--- src/rtl/stopwatch_core.sv ---
// -----------------------------------------------------------------------------
// stopwatch_core
//
// Start/stop/clear stopwatch counting MM:SS.hh in BCD, with an optional lap
// freeze. A divider turns DIV clock cycles into one 10 ms hundredth tick; the
// tick advances the six-digit BCD time value, which wraps from 59:59.99 to
// 00:00.00.
//
// Build option:
//   STOPWATCH_LAP_EN  defined   -> btn_lap freezes the display on a snapshot
//                                  of the time while counting continues; the
//                                  next lap edge releases the freeze.
//                     undefined -> btn_lap is ignored, no snapshot register,
//                                  the display always shows live time.
//
// Parameters:
//   DIV      clk cycles per hundredth tick (DIV >= 2)
//
// Ports:
//   clk      clock, all logic on the rising edge
//   rst_n    synchronous active-low reset
//   btn_ss   start/stop request (debounced level)
//   btn_clr  clear request (debounced level)
//   btn_lap  lap freeze/release request (debounced level)
//   hex0-1   hundredths digits (units, tens)
//   hex2-3   seconds digits (units, tens)
//   hex4-5   minutes digits (units, tens)
//   running  high while counting (RUN state)
//   wrap     one-cycle pulse when the time rolls over 59:59.99 -> 00:00.00
// -----------------------------------------------------------------------------
module stopwatch_core #(
  parameter int unsigned DIV = 1_000_000
) (
  input  logic       clk,
  input  logic       rst_n,
  input  logic       btn_ss,
  input  logic       btn_clr,
  input  logic       btn_lap,
  output logic [3:0] hex0,
  output logic [3:0] hex1,
  output logic [3:0] hex2,
  output logic [3:0] hex3,
  output logic [3:0] hex4,
  output logic [3:0] hex5,
  output logic       running,
  output logic       wrap
);

  localparam int unsigned      DIV_W    = $clog2(DIV);
  localparam logic [DIV_W-1:0] DIV_LAST = DIV_W'(DIV - 1);

  typedef enum logic [1:0] {
    S_IDLE  = 2'd0,
    S_RUN   = 2'd1,
    S_PAUSE = 2'd2
  } state_t;

  // Field order matches the display: minutes tens on hex5 down to
  // hundredths units on hex0.
  typedef struct packed {
    logic [3:0] min_t;
    logic [3:0] min_u;
    logic [3:0] sec_t;
    logic [3:0] sec_u;
    logic [3:0] hun_t;
    logic [3:0] hun_u;
  } bcd_time_t;

  // ---------------------------------------------------------------------------
  // Button edge detection
  // ---------------------------------------------------------------------------
`ifdef STOPWATCH_LAP_EN
  localparam int NB = 3;
  logic [NB-1:0] btn_in;
  assign btn_in = {btn_lap, btn_clr, btn_ss};
`else
  localparam int NB = 2;
  logic [NB-1:0] btn_in;
  logic          unused_btn_lap;
  assign btn_in         = {btn_clr, btn_ss};
  assign unused_btn_lap = btn_lap;
`endif

  logic [NB-1:0] btn_s_q;   // registered button sample
  logic [NB-1:0] btn_h_q;   // previous sample (history)
  logic          primed_q;  // first post-reset sample has been taken
  logic [NB-1:0] btn_rise;
  logic          ss_rise;
  logic          clr_rise;

  // The first sample after reset also seeds the history with the same level,
  // so a button already held high when reset is released does not count as a
  // press; a real press needs a low-to-high transition afterwards.
  // NOTE: clocked state uses non-blocking (<=) assignments so every register
  // samples the pre-edge values regardless of statement or block order.
  always_ff @(posedge clk) begin
    if (!rst_n) begin
      btn_s_q  <= '0;
      btn_h_q  <= '0;
      primed_q <= 1'b0;
    end else begin
      btn_s_q  <= btn_in;
      btn_h_q  <= primed_q ? btn_s_q : btn_in;
      primed_q <= 1'b1;
    end
  end

  assign btn_rise = btn_s_q & ~btn_h_q;
  assign ss_rise  = btn_rise[0];
  assign clr_rise = btn_rise[1];

  // ---------------------------------------------------------------------------
  // BCD increment
  // ---------------------------------------------------------------------------
  // Returns {carry_out, next_digit}. Anything at or above the field limit
  // wraps to 0, so a digit can never step into A-F.
  function automatic logic [4:0] bump(input logic [3:0] d,
                                      input logic [3:0] last,
                                      input logic       cin);
    if (!cin)       return {1'b0, d};
    if (d >= last)  return {1'b1, 4'd0};
    return {1'b0, d + 4'd1};
  endfunction

  state_t           state_q;
  logic [DIV_W-1:0] div_q;
  bcd_time_t        live_q;
  bcd_time_t        live_inc;
  logic             tick;
  logic             c_hu, c_ht, c_su, c_st, c_mu, c_mt;

  // NOTE: every always_comb output gets a default before any conditional
  // logic, so no path leaves a variable unassigned and no latch is inferred.
  always_comb begin
    live_inc = live_q;
    c_hu     = 1'b0;
    c_ht     = 1'b0;
    c_su     = 1'b0;
    c_st     = 1'b0;
    c_mu     = 1'b0;
    c_mt     = 1'b0;
    {c_hu, live_inc.hun_u} = bump(live_q.hun_u, 4'd9, 1'b1);
    {c_ht, live_inc.hun_t} = bump(live_q.hun_t, 4'd9, c_hu);
    {c_su, live_inc.sec_u} = bump(live_q.sec_u, 4'd9, c_ht);
    {c_st, live_inc.sec_t} = bump(live_q.sec_t, 4'd5, c_su);
    {c_mu, live_inc.min_u} = bump(live_q.min_u, 4'd9, c_st);
    {c_mt, live_inc.min_t} = bump(live_q.min_t, 4'd5, c_mu);
  end

  // One tick per DIV RUN cycles, on the cycle the divider sits at DIV-1.
  assign tick = (state_q == S_RUN) && (div_q == DIV_LAST);

  // ---------------------------------------------------------------------------
  // Control FSM, divider and live time
  // ---------------------------------------------------------------------------
  // Clear outranks start/stop; reset outranks everything, including a tick
  // due in the same cycle.
  always_ff @(posedge clk) begin
    if (!rst_n) begin
      state_q <= S_IDLE;
      running <= 1'b0;
      wrap    <= 1'b0;
      div_q   <= '0;
      live_q  <= '0;
    end else begin
      wrap <= 1'b0;
      if (clr_rise) begin
        state_q <= S_IDLE;
        running <= 1'b0;
        div_q   <= '0;
        live_q  <= '0;
      end else begin
        case (state_q)
          S_IDLE: begin
            div_q <= '0;
            if (ss_rise) begin
              state_q <= S_RUN;
              running <= 1'b1;
            end
          end
          S_RUN: begin
            if (tick) begin
              div_q  <= '0;
              live_q <= live_inc;
              wrap   <= c_mt;   // all fields carried: 59:59.99 -> 00:00.00
            end else begin
              div_q <= div_q + DIV_W'(1);
            end
            if (ss_rise) begin
              state_q <= S_PAUSE;
              running <= 1'b0;
            end
          end
          S_PAUSE: begin
            // Divider and time hold, keeping any partial hundredth.
            if (ss_rise) begin
              state_q <= S_RUN;
              running <= 1'b1;
            end
          end
          default: begin
            state_q <= S_IDLE;
            running <= 1'b0;
            div_q   <= '0;
          end
        endcase
      end
    end
  end

  // ---------------------------------------------------------------------------
  // Display source
  // ---------------------------------------------------------------------------
  bcd_time_t shown;

`ifdef STOPWATCH_LAP_EN
  logic      lap_rise;
  logic      frozen_q;
  logic      lap_capture;
  bcd_time_t snap_q;

  assign lap_rise = btn_rise[2];

  // A lap edge in RUN with no freeze active takes a snapshot; any lap edge
  // while frozen releases. IDLE is never frozen (reset and clear release).
  assign lap_capture = lap_rise && !clr_rise && !frozen_q && (state_q == S_RUN);

  always_ff @(posedge clk) begin
    if (!rst_n) begin
      frozen_q <= 1'b0;
    end else if (clr_rise) begin
      frozen_q <= 1'b0;
    end else if (lap_rise && frozen_q) begin
      frozen_q <= 1'b0;
    end else if (lap_capture) begin
      frozen_q <= 1'b1;
    end
  end

  // NOTE: the snapshot is a plain data register with no reset; it is only
  // ever displayed while frozen_q is set, and frozen_q is set in the same
  // edge that loads it.
  always_ff @(posedge clk) begin
    if (lap_capture) begin
      snap_q <= live_q;
    end
  end

  assign shown = frozen_q ? snap_q : live_q;
`else
  assign shown = live_q;
`endif

  assign {hex5, hex4, hex3, hex2, hex1, hex0} = shown;

endmodule
--- config.mk ---
export PLATFORM = sky130hd
export DESIGN_NAME = stopwatch_core
export DESIGN_NICKNAME = d
export VERILOG_FILES = /design/src/rtl/stopwatch_core.sv
export SDC_FILE = /design/constraint.sdc
export NUM_CORES = 1
export LEC_CHECK = 0
export CAP_MARGIN = 20
export CELL_PAD_IN_SITES_DETAIL_PLACEMENT = 1
export CELL_PAD_IN_SITES_GLOBAL_PLACEMENT = 1
export CORE_MARGIN = 1
export CORE_UTILIZATION = 33
export CTS_CLUSTER_DIAMETER = 100
export DETAILED_ROUTE_END_ITERATION = 6
export GPL_TIMING_DRIVEN = 0
export PLACE_DENSITY = 0.75
export SLEW_MARGIN = 20
export SYNTH_ARGS = -nofsm -noshare
export SYNTH_HDL_FRONTEND = slang
export SYNTH_SLANG_ARGS = --single-unit
export TNS_END_PERCENT = 20
--- constraint.sdc ---
create_clock -name clk -period 2.2 [get_ports clk]
set_input_delay 0.44 -clock clk [delete_from_list [all_inputs] [get_ports clk]]
set_output_delay 0.44 -clock clk [all_outputs]
set_load 0.01 [all_outputs]
==> impl_metrics.csv <==
group,metric,value,unit
outcome,status,"finished with violations",
outcome,violations,"negative setup slack",
yosys,yosysUniqueCellTypes,44,
worst_setup_path,cpMaxStageDelayCell,"or4_4",
die,design.die.area,8560,um2
sta,period_needed,2.24,ns
worst_setup_path,required,2.44,ns
yosys,synth_edf_count,0,
cells_and_area,nets,390,
yosys,synthMuxAreaShare,0.0153,
sta,holdWs,0.476,ns
flow_run,max-cap-violations,0,
die,start_util,0.346,
yosys,netlist_area,2700,um2
routing,wl_per_cell,15.2,um
routing,drc_errors,0,
clocking,cts_buffers,5,
die,die_h,92.5,um
clocking,cts_tree,"done",
routing,routed_wirelength,7150,um
placement,portBuffers,29,
cells_and_area,final_cells,469,
routing,viasPerCell,5.39,
clocking,clock-sinks,53,
cells_and_area,diodes,0,
worst_setup_path,rr_worst_depth,6,
worst_setup_path,r2r-end,"hex5[2]$_SDFFE_PP0P_",
yosys,synth.avg_cell_area,8.53,um2
global_route,grtUsageTotal,0.171,
yosys,synth-xor-area-share,0.0259,
cells_and_area,layout_commonest_cell,"dfxtp_1",
global_route,grt_max_degree,16,
routing,dr.first_iter.drc_count,75,
sta,final.setup_skew,0.00417,ns
yosys,synth-seq-area-share,0.392,
cells_and_area,drive_gt1_frac,0.147,
placement,postPlaceCellArea,3160,um2
yosys,synth.net_count,341,
global_route,grt_pass1_vias,2570,
sta,fin_setup_tns,-0.0391,ns
placement,dp_hpwl,4990,um
worst_setup_path,critPathMaxFanout,7,
worst_setup_path,cp-end-kind,"flop",
min_path,whs_endpoint,"div_q[19]$_SDFFE_PP0N_",
worst_setup_path,reg2reg_setup_slack,-0.04,ns
yosys,yosys.area_share.simple,0.273,
die,core,7810,um2
yosys,yosys_most_used_dff,"dfxtp_1",
sta,fmax,0.447,GHz
sta,setup_viol,1,
die,die_w,92.5,um
sta,setup_ws,-0.0391,ns
routing,num_vias,2529,
sta,finalHoldViolCount,0,
sta,grt_setup_unrepaired,"yes",
yosys,synthCells,317,
worst_setup_path,crit-reg2reg-launch,"div_q[0]$_SDFFE_PP0N_",
clocking,clkTransAtPathRegs,0.09,ns
worst_setup_path,start_kind,"flop",
min_path,min_from,"div_q[19]$_SDFFE_PP0N_",
die,ios,31,
power,ir_drop,0.225,mV
global_route,grt_pass1_wl,11900,um
worst_setup_path,max_stage_delay,0.57,ns
yosys,yosys_register_bits,53,
yosys,yosysWarnings,0,
worst_setup_path,crit_type,"reg -> reg",
placement,preCtsSetupSlack,-0.677,ns
routing,antenna_left,0,
worst_setup_path,crit_path_cell_trace,"ha_4 > nand3_4 > or3_4 > or4_4 > or4_1 > a21oi_1",
power,power_density,470,nW/um2
sta,tightest_slew,0.853,ns
cells_and_area,layout_common_cells,"dfxtp_1, clkdlybuf4s50_1, nor2_1, nand2_1, a21oi_1",
placement,placedCellCount,448,
cells_and_area,stdcell_area,3500,um2
global_route,antenna_found_initial,0,
min_path,hold_class,"reg -> reg",
sta,fin_crit_sh,1.02,
clocking,clockBufferDepth,2,
sta,relSlewSlack,0.427,
cells_and_area,area_growth,29.3,%
yosys,synth_top_area_frac,0.392,
yosys,synth_async_sr_flop_share,0,
routing,firstDrtPassIters,4,
die,rows,32,
yosys,synthAdderAreaFrac,0.0879,
clocking,h-tree-depth,2,
clocking,hold_buffers,0,
clocking,clk_latency,0.30,ns
power,p_leak,1.22,nW
sta,drv_slew,0,
yosys,synth_top_cell_by_area,"dfxtp_1",
yosys,synthTopCellsByArea,"dfxtp_1, ha_1, a21oi_1",
clocking,root_buffer,"clkbuf_8",
global_route,overflow,0,
min_path,hold_depth,1,
worst_setup_path,worstPathArrival,2.48,ns
placement,place_congestion,0.756,
yosys,synth_top_family_by_area,"simple AND/OR/NAND/NOR gates",
yosys,synth-compound-area-share,0.169,
-- through the flow --
stage	power, mW	utilization
6_report	1.64	0.448
5_1_grt	1.71	0.448
4_1_cts	1.67	0.429
3_5_place_dp	1.06	0.404
3_3_place_gp	1.06	0.404
2_1_floorplan	1.03	-
-- worst max-delay path, delay by kind of cell (launching register included) --
kind | cells | cell delay [ns]
simple gates | 4 | 1.50
compound gates | 1 | 0.12
fa+ha+maj | 1 | 0.16
flops | 1 | 0.39
-- registers in the layout (all words and copies together) (netlist names) --
register  cells
hex1          4
btn_s_q       2
hex3          4
div_q        20
btn_h_q       2
state_q       2
running       1
hex4          4
hex2          4
primed_q      1
hex0          4
hex5          4
wrap          1
-- worst max path at each step --
stage                                         to                   from
after floorplan             hex5[2]$_SDFFE_PP0P_   hex0[0]$_SDFFE_PP0N_
after global placement     div_q[4]$_SDFFE_PP0N_                  rst_n
after detailed placement  div_q[10]$_SDFFE_PP0N_                  rst_n
after CTS                   hex5[2]$_SDFFE_PP0P_  div_q[0]$_SDFFE_PP0N_
after global routing        hex5[2]$_SDFFE_PP0P_  div_q[0]$_SDFFE_PP0N_
final                       hex5[2]$_SDFFE_PP0P_  div_q[0]$_SDFFE_PP0N_
-- power by group --
part / total [mW] / switching (mW) / internal (mW)
sequential: 0.969 / 0.00623 / 0.962
clock: 0.610 / 0.325 / 0.285
combinational: 0.0655 / 0.0417 / 0.0238
-- cell type report --
cell class / count / area, um2
plain buffers: 8 / 36.3
well taps: 102 / 128
clock inverters: 1 / 5.00
fillers: 927 / 4310
clock buffers: 7 / 96.3
multi-input cells: 238 / 1690
inverters: 16 / 60.1
repair buffers: 44 / 403
flip-flops and latches: 53 / 1080
-- Yosys cell counts, types with 2 or more instances --
master and n:
dfxtp_1 53, nor2_1 23, a21oi_1 22, nand2_1 22, ha_1 19, inv_1 16, nand3_1 16, o21ai_0 15
nand4_1 14, nor3_1 11, a31oi_1 10, clkbuf_1 9, nor2b_1 9, and3_1 7, nand2b_1 7, o31ai_1 7
a41oi_1 6, xnor2_1 5, nor4_1 4, and2_1 3, mux2i_1 3, nand4b_1 3, nor4b_1 3, xor2_1 3
a211oi_1 2, a22o_1 2, a32oi_1 2, nand3b_1 2, or3_1 2, or3b_2 2, or4_1 2
-- cells by family after synthesis --
| kind of cell | count (synthesis) |
|---|---|
| flops | 53 |
| compound gates | 72 |
| fa+ha+maj | 19 |
| mux | 4 |
| xor+xnor | 8 |
| buf+inv | 26 |
| simple gates | 135 |
-- routing by layer --
| layer | routed length [um] | GRT usage |
|---|---|---|
| met2 | 3540 | 0.306 |
| met1 | 3380 | 0.213 |
| met3 | 140 | 0.0222 |
| met5 | 0 | 0 |
| met4 | 88 | 0.0534 |
-- repair_timing --
| action | in CTS | in global routing |
|---|---|---|
| setup buffers | 6 | 9 |
| setup endpoints to repair | 39 | 44 |
| pin swaps | 1 | 6 |
| gates resized for setup | 12 | 21 |
(Power assumes the default switching activity.)
